## config.mk

```make
export PLATFORM = sky130hd
export DESIGN_NAME = pipe_ctrl_n
export DESIGN_NICKNAME = d
export VERILOG_FILES = /design/src/rtl/pipe_ctrl_pkg.sv /design/src/rtl/pipe_ctrl_n_lane_pri.sv /design/src/rtl/pipe_ctrl_n.sv
export SDC_FILE = /design/constraint.sdc
export NUM_CORES = 1
export LEC_CHECK = 0
export BUFFER_PORTS_ARGS = -buffer_cell sky130_fd_sc_hd__buf_2
export CAP_MARGIN = 10
export CELL_PAD_IN_SITES_DETAIL_PLACEMENT = 1
export CELL_PAD_IN_SITES_GLOBAL_PLACEMENT = 1
export CORE_MARGIN = 1
export CORE_UTILIZATION = 31
export DETAILED_ROUTE_END_ITERATION = 8
export GPL_TIMING_DRIVEN = 0
export PLACE_DENSITY_LB_ADDON = 0.3
export SYNTH_ARGS = -nofsm -noshare
export SYNTH_HDL_FRONTEND = slang
export SYNTH_SLANG_ARGS = --single-unit
```

## constraint.sdc

```tcl
create_clock -name clock -period 3.08 [get_ports clock]
set_input_delay 0.154 -clock clock [delete_from_list [all_inputs] [get_ports clock]]
set_output_delay 0.154 -clock clock [all_outputs]
set_load 0.02 [all_outputs]
```

## src/rtl/pipe_ctrl_pkg.sv

```systemverilog
// Shared types and helpers for the N-lane pipeline controller.
package pipe_ctrl_pkg;

    localparam int MAX_LANES = 8;
    localparam int IDX_W     = 3;

    typedef enum logic [1:0] {
        RST_DRAIN = 2'd0,
        RUN       = 2'd1,
        RECOVER   = 2'd2
    } state_e;

    function automatic logic [MAX_LANES-1:0] lowest_set(input logic [MAX_LANES-1:0] v);
        return v & (~v + MAX_LANES'(1));
    endfunction

    function automatic logic [IDX_W-1:0] onehot_to_idx(input logic [MAX_LANES-1:0] oh);
        logic [IDX_W-1:0] idx;
        idx = '0;
        for (int i = 0; i < MAX_LANES; i++) begin
            if (oh[i]) idx = idx | IDX_W'(i);
        end
        return idx;
    endfunction

endpackage

```

## src/rtl/pipe_ctrl_n_lane_pri.sv

```systemverilog
// Lane-priority hazard and mispredict resolution; purely combinational.
module pipe_ctrl_lane_pri
    import pipe_ctrl_pkg::*;
#(
    parameter int LANES = 2,
    parameter int LW    = 1
) (
    input  logic [LANES-1:0] hzd_i,
    input  logic [LANES-1:0] mmem_i,
    input  logic [LANES-1:0] bj_en_i,
    input  logic [LANES-1:0] pre_taken_i,
    input  logic [LANES-1:0] bj_type_vld_i,
    input  logic             frz_i,
    input  logic             run_i,
    output logic [LANES-1:0] hzd_pfx_o,
    output logic [LANES-1:0] ex_blk_o,
    output logic [LANES-1:0] pm_eff_o,
    output logic [LANES-1:0] ex_pfx_o,
    output logic [LW-1:0]    pm_idx_o
);

    logic [LANES-1:0] blk;
    logic [LANES-1:0] older_blk;
    logic [LANES-1:0] bjv;
    logic [LANES-1:0] pm;
    logic             blk_acc;
    logic             hzd_acc;
    logic             pm_acc;

    // NOTE: every variable gets a default at the top of always_comb so no path can infer a latch.
    always_comb begin
        blk       = hzd_i | mmem_i;
        older_blk = '0;
        hzd_pfx_o = '0;
        blk_acc   = 1'b0;
        hzd_acc   = 1'b0;
        for (int i = 0; i < LANES; i++) begin
            older_blk[i] = blk_acc;
            blk_acc      = blk_acc | blk[i];
            hzd_acc      = hzd_acc | hzd_i[i];
            hzd_pfx_o[i] = hzd_acc;
        end

        bjv = bj_en_i & ~hzd_i & ~older_blk;
        pm  = (bjv & ~pre_taken_i) | (~bjv & bj_type_vld_i & pre_taken_i);

        // Oldest mispredicting lane wins; nothing is accepted while frozen or outside RUN.
        pm_eff_o = '0;
        if (run_i && !frz_i) pm_eff_o = LANES'(lowest_set(MAX_LANES'(pm)));

        ex_pfx_o = '0;
        pm_acc   = 1'b0;
        for (int i = 0; i < LANES; i++) begin
            ex_pfx_o[i] = pm_acc;
            pm_acc      = pm_acc | pm_eff_o[i];
        end

        ex_blk_o = older_blk | blk;
    end

    assign pm_idx_o = LW'(onehot_to_idx(MAX_LANES'(pm_eff_o)));

endmodule

```

## src/rtl/pipe_ctrl_n.sv

```systemverilog
// N-lane pipeline stall/flush controller with reset drain and mispredict recovery.
// Optional perf counters enabled by defining PIPE_CTRL_PERF_EN.
module pipe_ctrl_n
    import pipe_ctrl_pkg::*;
#(
    parameter int  LANES     = 2,
    parameter int  RST_CYC   = 4,
    parameter int  RECOV_CYC = 2,
    localparam int LW        = (LANES > 1) ? $clog2(LANES) : 1
) (
    input  logic             clock,
    input  logic             reset,
    input  logic [LANES-1:0] dat_hzd_blk,
    input  logic [LANES-1:0] multi_mem_blk,
    input  logic             imiss_vld,
    input  logic             dmiss_vld,
    input  logic             io_blk,
    input  logic             buf_stl,
    input  logic [LANES-1:0] bj_en,
    input  logic [LANES-1:0] pre_taken,
    input  logic [LANES-1:0] bj_type_vld,
    output logic             freeze,
    output logic             fe_stl,
    output logic [LANES-1:0] data_blk,
    output logic [LANES-1:0] ex_fls,
    output logic             fe_de_fls,
    output logic             de_ex_fls,
`ifdef PIPE_CTRL_PERF_EN
    output logic [31:0]      perf_frz_cyc,
    output logic [31:0]      perf_mispred,
`endif
    output logic             redirect_vld,
    output logic [LW-1:0]    redirect_lane
);

    localparam int CNT_MAX = (RST_CYC > RECOV_CYC) ? RST_CYC : RECOV_CYC;
    localparam int CW      = (CNT_MAX > 1) ? $clog2(CNT_MAX) : 1;

    state_e           state_q;
    logic [CW-1:0]    cnt_q;
    logic             redirect_vld_q;
    logic [LW-1:0]    redirect_lane_q;

    logic             frz;
    logic             pm_any;
    logic [LANES-1:0] hzd_pfx;
    logic [LANES-1:0] ex_blk;
    logic [LANES-1:0] pm_eff;
    logic [LANES-1:0] ex_pfx;
    logic [LW-1:0]    pm_idx;

    assign frz    = imiss_vld | dmiss_vld | io_blk;
    assign pm_any = |pm_eff;

    pipe_ctrl_lane_pri #(
        .LANES (LANES),
        .LW    (LW)
    ) u_lane_pri (
        .hzd_i         (dat_hzd_blk),
        .mmem_i        (multi_mem_blk),
        .bj_en_i       (bj_en),
        .pre_taken_i   (pre_taken),
        .bj_type_vld_i (bj_type_vld),
        .frz_i         (frz),
        .run_i         (state_q == RUN),
        .hzd_pfx_o     (hzd_pfx),
        .ex_blk_o      (ex_blk),
        .pm_eff_o      (pm_eff),
        .ex_pfx_o      (ex_pfx),
        .pm_idx_o      (pm_idx)
    );

    // NOTE: sequential state uses non-blocking assignments so every register samples pre-edge values.
    always_ff @(posedge clock or negedge reset) begin
        if (!reset) begin
            state_q         <= RST_DRAIN;
            cnt_q           <= CW'(RST_CYC - 1);
            redirect_vld_q  <= 1'b0;
            redirect_lane_q <= '0;
        end else begin
            redirect_vld_q <= 1'b0;
            case (state_q)
                RST_DRAIN: begin
                    if (cnt_q == '0) state_q <= RUN;
                    else             cnt_q   <= cnt_q - 1'b1;
                end
                RUN: begin
                    if (pm_any) begin
                        state_q         <= RECOVER;
                        cnt_q           <= CW'(RECOV_CYC - 1);
                        redirect_vld_q  <= 1'b1;
                        redirect_lane_q <= pm_idx;
                    end
                end
                RECOVER: begin
                    // The recovery window is held open for as long as the pipe is frozen.
                    if (!frz) begin
                        if (cnt_q == '0) state_q <= RUN;
                        else             cnt_q   <= cnt_q - 1'b1;
                    end
                end
                default: begin
                    state_q <= RST_DRAIN;
                    cnt_q   <= CW'(RST_CYC - 1);
                end
            endcase
        end
    end

    always_comb begin
        freeze    = frz;
        fe_stl    = buf_stl | frz;
        data_blk  = hzd_pfx | {LANES{frz}};
        ex_fls    = (ex_blk & ~{LANES{frz}}) | ex_pfx;
        de_ex_fls = pm_any;
        fe_de_fls = pm_any;
        if (state_q == RST_DRAIN) begin
            fe_stl    = 1'b1;
            fe_de_fls = 1'b1;
            de_ex_fls = 1'b1;
            ex_fls    = '1;
        end else if (state_q == RECOVER) begin
            fe_de_fls = 1'b1;
        end
    end

    assign redirect_vld  = redirect_vld_q;
    assign redirect_lane = redirect_lane_q;

`ifdef PIPE_CTRL_PERF_EN
    logic [31:0] perf_frz_q;
    logic [31:0] perf_mis_q;
    logic [31:0] perf_frz_d;
    logic [31:0] perf_mis_d;

    always_comb begin
        perf_frz_d = perf_frz_q;
        perf_mis_d = perf_mis_q;
        if (frz && state_q != RST_DRAIN && perf_frz_q != 32'hFFFF_FFFF) perf_frz_d = perf_frz_q + 32'd1;
        if (pm_any && perf_mis_q != 32'hFFFF_FFFF)                      perf_mis_d = perf_mis_q + 32'd1;
    end

    always_ff @(posedge clock or negedge reset) begin
        if (!reset) begin
            perf_frz_q <= '0;
            perf_mis_q <= '0;
        end else begin
            perf_frz_q <= perf_frz_d;
            perf_mis_q <= perf_mis_d;
        end
    end

    assign perf_frz_cyc = perf_frz_q;
    assign perf_mispred = perf_mis_q;
`endif

endmodule

```

==> results of run 1 <==
## placed cells by master (no fill, tap or decap), types with 2 or more instances in the layout
cell | netlist | routed
or3_2 | 2 | 2
a21oi_1 | 4 | 4
dfrtp_1 | 4 | 4
nor2_1 | 4 | 4
nand2b_1 | 2 | 2
clkbuf_4 | 0 | 3
a211oi_1 | 2 | 2
dfstp_2 | 2 | 2
nand2_1 | 7 | 7
inv_1 | 3 | 3
buf_2 | 1 | 26
o21ai_0 | 5 | 5
## Yosys cell counts, types with 2 or more instances
master    n
dfrtp_1   4
a211oi_1  2
nand2_1   7
o21ai_0   5
inv_1     3
dfstp_2   2
or3_2     2
nor2_1    4
a21oi_1   4
nand2b_1  2
## worst max-delay path by stage
stage,start,to,cells after the start
detailed placement,cnt_q[0],cnt_q[1],5
global route,state_q[0],fe_stl,4
global placement,cnt_q[0],cnt_q[1],5
floorplan,state_q[0],ex_fls[1],3
finish,state_q[0],fe_stl,4
CTS,state_q[0],fe_stl,4
## stage by stage
stage                     worst slack (ps)  hold slack, ps  util [%]  cell area [um^2]
after floorplan                       1527          -141.6         -             467.9
after global placement                1507          -15.29     45.32             611.8
after global routing                  1241           215.0     47.73             644.4
after detailed placement              1484          -15.78     45.32             611.8
after CTS                             1338           192.8     47.73             644.4
final                                 1346           199.4     47.73             644.4
## where the power goes
| group | internal (mW) | total, mW | switching [mW] |
|---|---|---|---|
| Clock | 0.0442 | 0.0743 | 0.0301 |
| Combinational | 0.122 | 0.290 | 0.169 |
| Sequential | 0.118 | 0.136 | 0.0187 |
## metal layers
layer	GRT usage (%)	part of all wire [%]
met1	22.44	41
met2	30.08	53
met3	9.783	5.1
met4	5.000	0.63
met5	0	0
## worst max-delay path, stage by stage, from the launching register on
cell and delay, ps:
dfrtp_1 360, clkbuf_1 340, nor2_1 60, or3_2 400, buf_2 170
## timing repair
item / 4_1_cts / 5_1_grt
gates resized for setup: 0 / 0
setup endpoints to repair: 0 / 0
hold buffers: 1 / 0
hold endpoints to repair: 6 / 0
## state kept, by name (all words and copies together), names as in the netlist
signal / cells
redirect_lane: 1
state_q: 2
redirect_vld: 1
cnt_q: 2
## logic make-up after synthesis
logic type,after synthesis
adders and majority gates,1
and+or+nand+nor,22
buffers and inverters,6
xor gates and xnor gates,1
DFF,6
AOI/OAI and AO/OA,17
muxes,2
## final cells by class
class                           count  area [um^2]
Buffer                              2        8.758
Clock buffer                        3        22.52
Fill cell                         179        705.7
Inverter                            4        15.01
Multi-Input combinational cell     43        291.5
Sequential cell                     6        152.6
Tap cell                           15        18.77
Timing Repair Buffer               26        135.1
==> run summary, run 1 <==
Outcome - finished, final reports clean
Starting density of the core - 34.66%
Worst hold path class - primary input to register
Initial antenna violation count - 0
Final Max Tran Viols - 0
CTS root buffer - clkbuf_4
DR DRC count - 0
Pre-Repair DR Iteration Count - 4
RSZ-0062 raised after global routing - no
Final min period - 1734 ps
P_leak - 0.3123 nW
Final wirelength - 1272 um
Cell accounting for the most synthesized area - dfrtp_1
H-tree depth - 1
Total number of yosys warnings - 0
Grt total ovfl - 0
Worst Hold End - cnt_q[0]
Row cnt - 13
EDFF count, synth - 0
Routed Antenna Nets - 0
Initial drt markers - 4
Synth Area in Compound Gates - 24.33%
Die H - 40.85 um
FF-to-FF End - cnt_q[1]
Clk sinks - 6
Post-synth ARST share - 100.0%
P&R area growth vs syn - 37.70%
Largest net degree at the start of global routing - 11
Worst r2r src - cnt_q[0]
Post-Synth Simple-Gate Area - 28.34%
Total power - 500.6 uW
Hold path depth - 4
Startpoint Class - register
Max Cap Viol - 0
Crit. End Element - output pin
Synth Flop Type - dfrtp_1
Crit path DAT - 1580 ps
Xor and xnor area share after synthesis - 1.872%
Vias post-DR - 524
Nets@finish - 103
Via density - 5.293
Max VDD drop - 0.3377 mV
Die width - 40.85 um
Final Hold Viols - 0
Total CTS buffers - 3
GPL Wtd Cong - 0.6897
PD cells - 776.9 nW/um^2
Slew HR - 73.40%
Syn Nets - 72
Final period util - 56.30%
Ports - 26
Total core area - 1350 um^2
Yosys reg bits - 6
Post CTS Setup Buffer Count - 0
Clock transition at the registers of the reported paths - 50 ps
Synthesized area - 467.9 um^2
Kind of critical path - register to output pin
Slew @ Worst Pin - 387.9 ps
Number of global-route vias before repair - 445
Max clock buf depth - 2
Cell variety after synth - 30
CTS tree - yes
R2R Setup Slk - 1480 ps
Syn Inst Count - 55
Fraction of layout cells with a size suffix above 1 - 46.43%
PortBufs - 25
Largest family of logic cells by synthesized area - simple AND/OR/NAND/NOR gates
Peak Freq - 0.5767 GHz
Drt wl/cell - 12.85 um
Final setup fails - 0
Hold_sp - io_blk
Final HPWL DP - 1012 um
Crit-path max FO - 10
DIE AREA - 1669 um^2
Register area share after synthesis - 32.62%
First-pass GRT wire length - 1980 um
CP required - 2930 ps
Multiplexer share of the synthesized area - 5.080%
Final Instance Count excl. Fillers - 99
Final TNS setup - 0 ps
Top cells by area, synth - dfrtp_1 (21%), dfstp_2 (11%), nand2_1 (5.6%)
Clk_skew - 3.566 ps
Reg2reg path depth - 5
Post-synthesis adder-cell area fraction - 2.674%
Insertion delay to the later sink of the worst-skew pair - 250 ps
Dpl cells - 95
Syn Area/Cell - 8.508 um^2
Ant diodes - 0
Share of Yosys cell area claimed by the top area cell type - 21.39%
Overall Global Routing Usage - 19.05%
No activity file was read; power rests on OpenSTA's default activity.
==> run 2: changes to the inputs <==
- CORE_UTILIZATION: 31 -> 26
- clock period: 3.08 -> 1.59 ns (I/O delays scaled with it)
==> run 2 against run 1 <==
Net effect: clock power is 94% higher; combinational power is 140% higher; non-clock buffer count is 3 higher; sequential share of layout area fell by 2.3 points; final cell count grew 12%; power increased by 120%; sequential power up 99%.
==> run summary, run 2 (synthesized netlist as in run 1, its figures left out) <==
Setup crit start - state_q[0]
Total core area - 1594 um^2
Final setup fails - 0
Ant diodes - 0
Final HPWL DP - 1073 um
Clk sinks - 6
Crit path to - fe_stl
Commonest non-fill, non-tap cell in the layout - buf_2
Initial drt markers - 10
Total CTS buffers - 3
Nets@finish - 106
Clock share of power - 13.1%
Crit path DAT - 1470 ps
Crit. End Element - output pin
Largest net degree at the start of global routing - 11
Die width - 44.43 um
GPL Wtd Cong - 0.7327
Clk_skew - 2.196 ps
Final min period - 1554 ps
CTS tree - yes
Worst path cell trace - buf_4 -> nor2_1 -> or3_2 -> buf_2
Slew HR - 73.98%
Outcome - finished, final reports clean
Worst r2r src - cnt_q[1]
Gate power share - 62.5%
Grt total ovfl - 0
PD cells - 1547 nW/um^2
Final Hold Viols - 0
Row cnt - 14
Switching share of power - 42.90%
Sequential share of power - 24.5%
RSZ-0062 raised after global routing - yes
Max VDD drop - 0.5579 mV
Drt wl/cell - 13.32 um
Most frequent cells in the layout - buf_2 (25), nand2_1 (7), buf_4 (5)
Total power - 1.105 mW
CP delay by family, top - simple AND/OR/NAND/NOR gates
Internal power - 631.2 uW
Initial antenna violation count - 0
Design area - 714.4 um^2
P_leak - 0.3326 nW
DR DRC count - 0
Clock transition at the registers of the reported paths - 50 ps
Kind of critical path - register to output pin
Biggest registers after layout - cnt_q: 2 flops, state_q: 2 flops
Routed Antenna Nets - 0
Slowest cell delay on critical path - 420 ps
Reg2reg path depth - 6
H-tree depth - 1
Peak Freq - 0.6436 GHz
Final Max Tran Viols - 0
Ports - 26
Dpl cell area - 623.1 um^2
Insertion delay to the later sink of the worst-skew pair - 250 ps
Crit-path max FO - 10
Die H - 44.43 um
CP Depth - 4
Net switching power - 474.2 uW
Via density - 4.721
PortBufs - 25
R2R Setup Slk - 80 ps
Worst hold path class - primary input to register
Worst path bufs/invs - 2
Final wirelength - 1478 um
DIE AREA - 1974 um^2
CP required - 1510 ps
Overall Global Routing Usage - 17.03%
Vias post-DR - 524
P&R area growth vs syn - 52.67%
Final period util - 97.71%
Slowest cell on the critical path - dfrtp_1
Fraction of layout cells with a size suffix above 1 - 55.17%
Pre-Repair DR Iteration Count - 2
Starting density of the core - 29.36%
Max clock buf depth - 2
Slew @ Worst Pin - 379.4 ps
Startpoint Class - register
FF-to-FF End - cnt_q[1]
Max Cap Viol - 0
Number of global-route vias before repair - 557
Hold WS - 145.1 ps
CTS root buffer - clkbuf_4
First-pass GRT wire length - 2421 um
Final TNS setup - 0 ps
run 2: cell type report:
| type | count | area [um^2] |
|---|---|---|
| multi-input cells | 43 | 321.6 |
| well taps | 24 | 30.03 |
| repair buffers | 29 | 160.2 |
| plain buffers | 2 | 12.51 |
| flip-flops and latches | 6 | 152.6 |
| fillers | 197 | 879.6 |
| clock buffers | 3 | 22.52 |
| inverters | 4 | 15.01 |
run 2: worst reg2reg max path, cell delays in order, from the launching register on:
cell and delay, ps:
dfstp_2 530, inv_1 60, ha_4 260, nor3_1 40, a211oi_1 210, a21oi_1 70
a311o_1 270
run 2: metal layers:
metal,track usage [%],share of wire (%),up-vias
li1,-,-,264
met1,21.77,43,245
met2,27.65,53,13
met3,2.857,2.9,2
met4,8.485,0.88,0
met5,0,0,-
run 2: timing repair:
item                                   4_1_cts  5_1_grt
endpoints found under the hold margin        6        0
pin swaps                                    4        3
gates resized for setup                      3       10
hold buffers                                 1        0
buffers inserted                             2        1
setup endpoints to repair                    4        4
gates cloned                                 0        0
run 2: how the worst min path moves through the flow:
stage / from / to / cells after the start
2_1_floorplan: reset / redirect_lane / 0
3_3_place_gp: reset / redirect_vld / 1
3_5_place_dp: reset / redirect_vld / 1
4_1_cts: imiss_vld / cnt_q[0] / 4
5_1_grt: imiss_vld / cnt_q[0] / 4
6_report: imiss_vld / cnt_q[0] / 4
run 2: stage by stage:
stage / cells / setup WS, ps / utilization, %
finish: 111 / 36.35 / 44.82
floorplan: 55 / 73.86 / -
CTS: 110 / -36.27 / 42.46
detailed placement: 104 / -63.10 / 39.09
global placement: 104 / 18.42 / 39.09
global route: 111 / -38.18 / 44.82
run 2: power by group through the flow:
stage          logic (mW)  clock network (mW)  registers [mW]
6_report            0.691               0.144           0.270
5_1_grt             0.760               0.160           0.275
4_1_cts             0.625               0.145           0.253
3_5_place_dp        0.568                   0           0.263
3_3_place_gp        0.547                   0           0.259
2_1_floorplan       0.390                   0           0.272
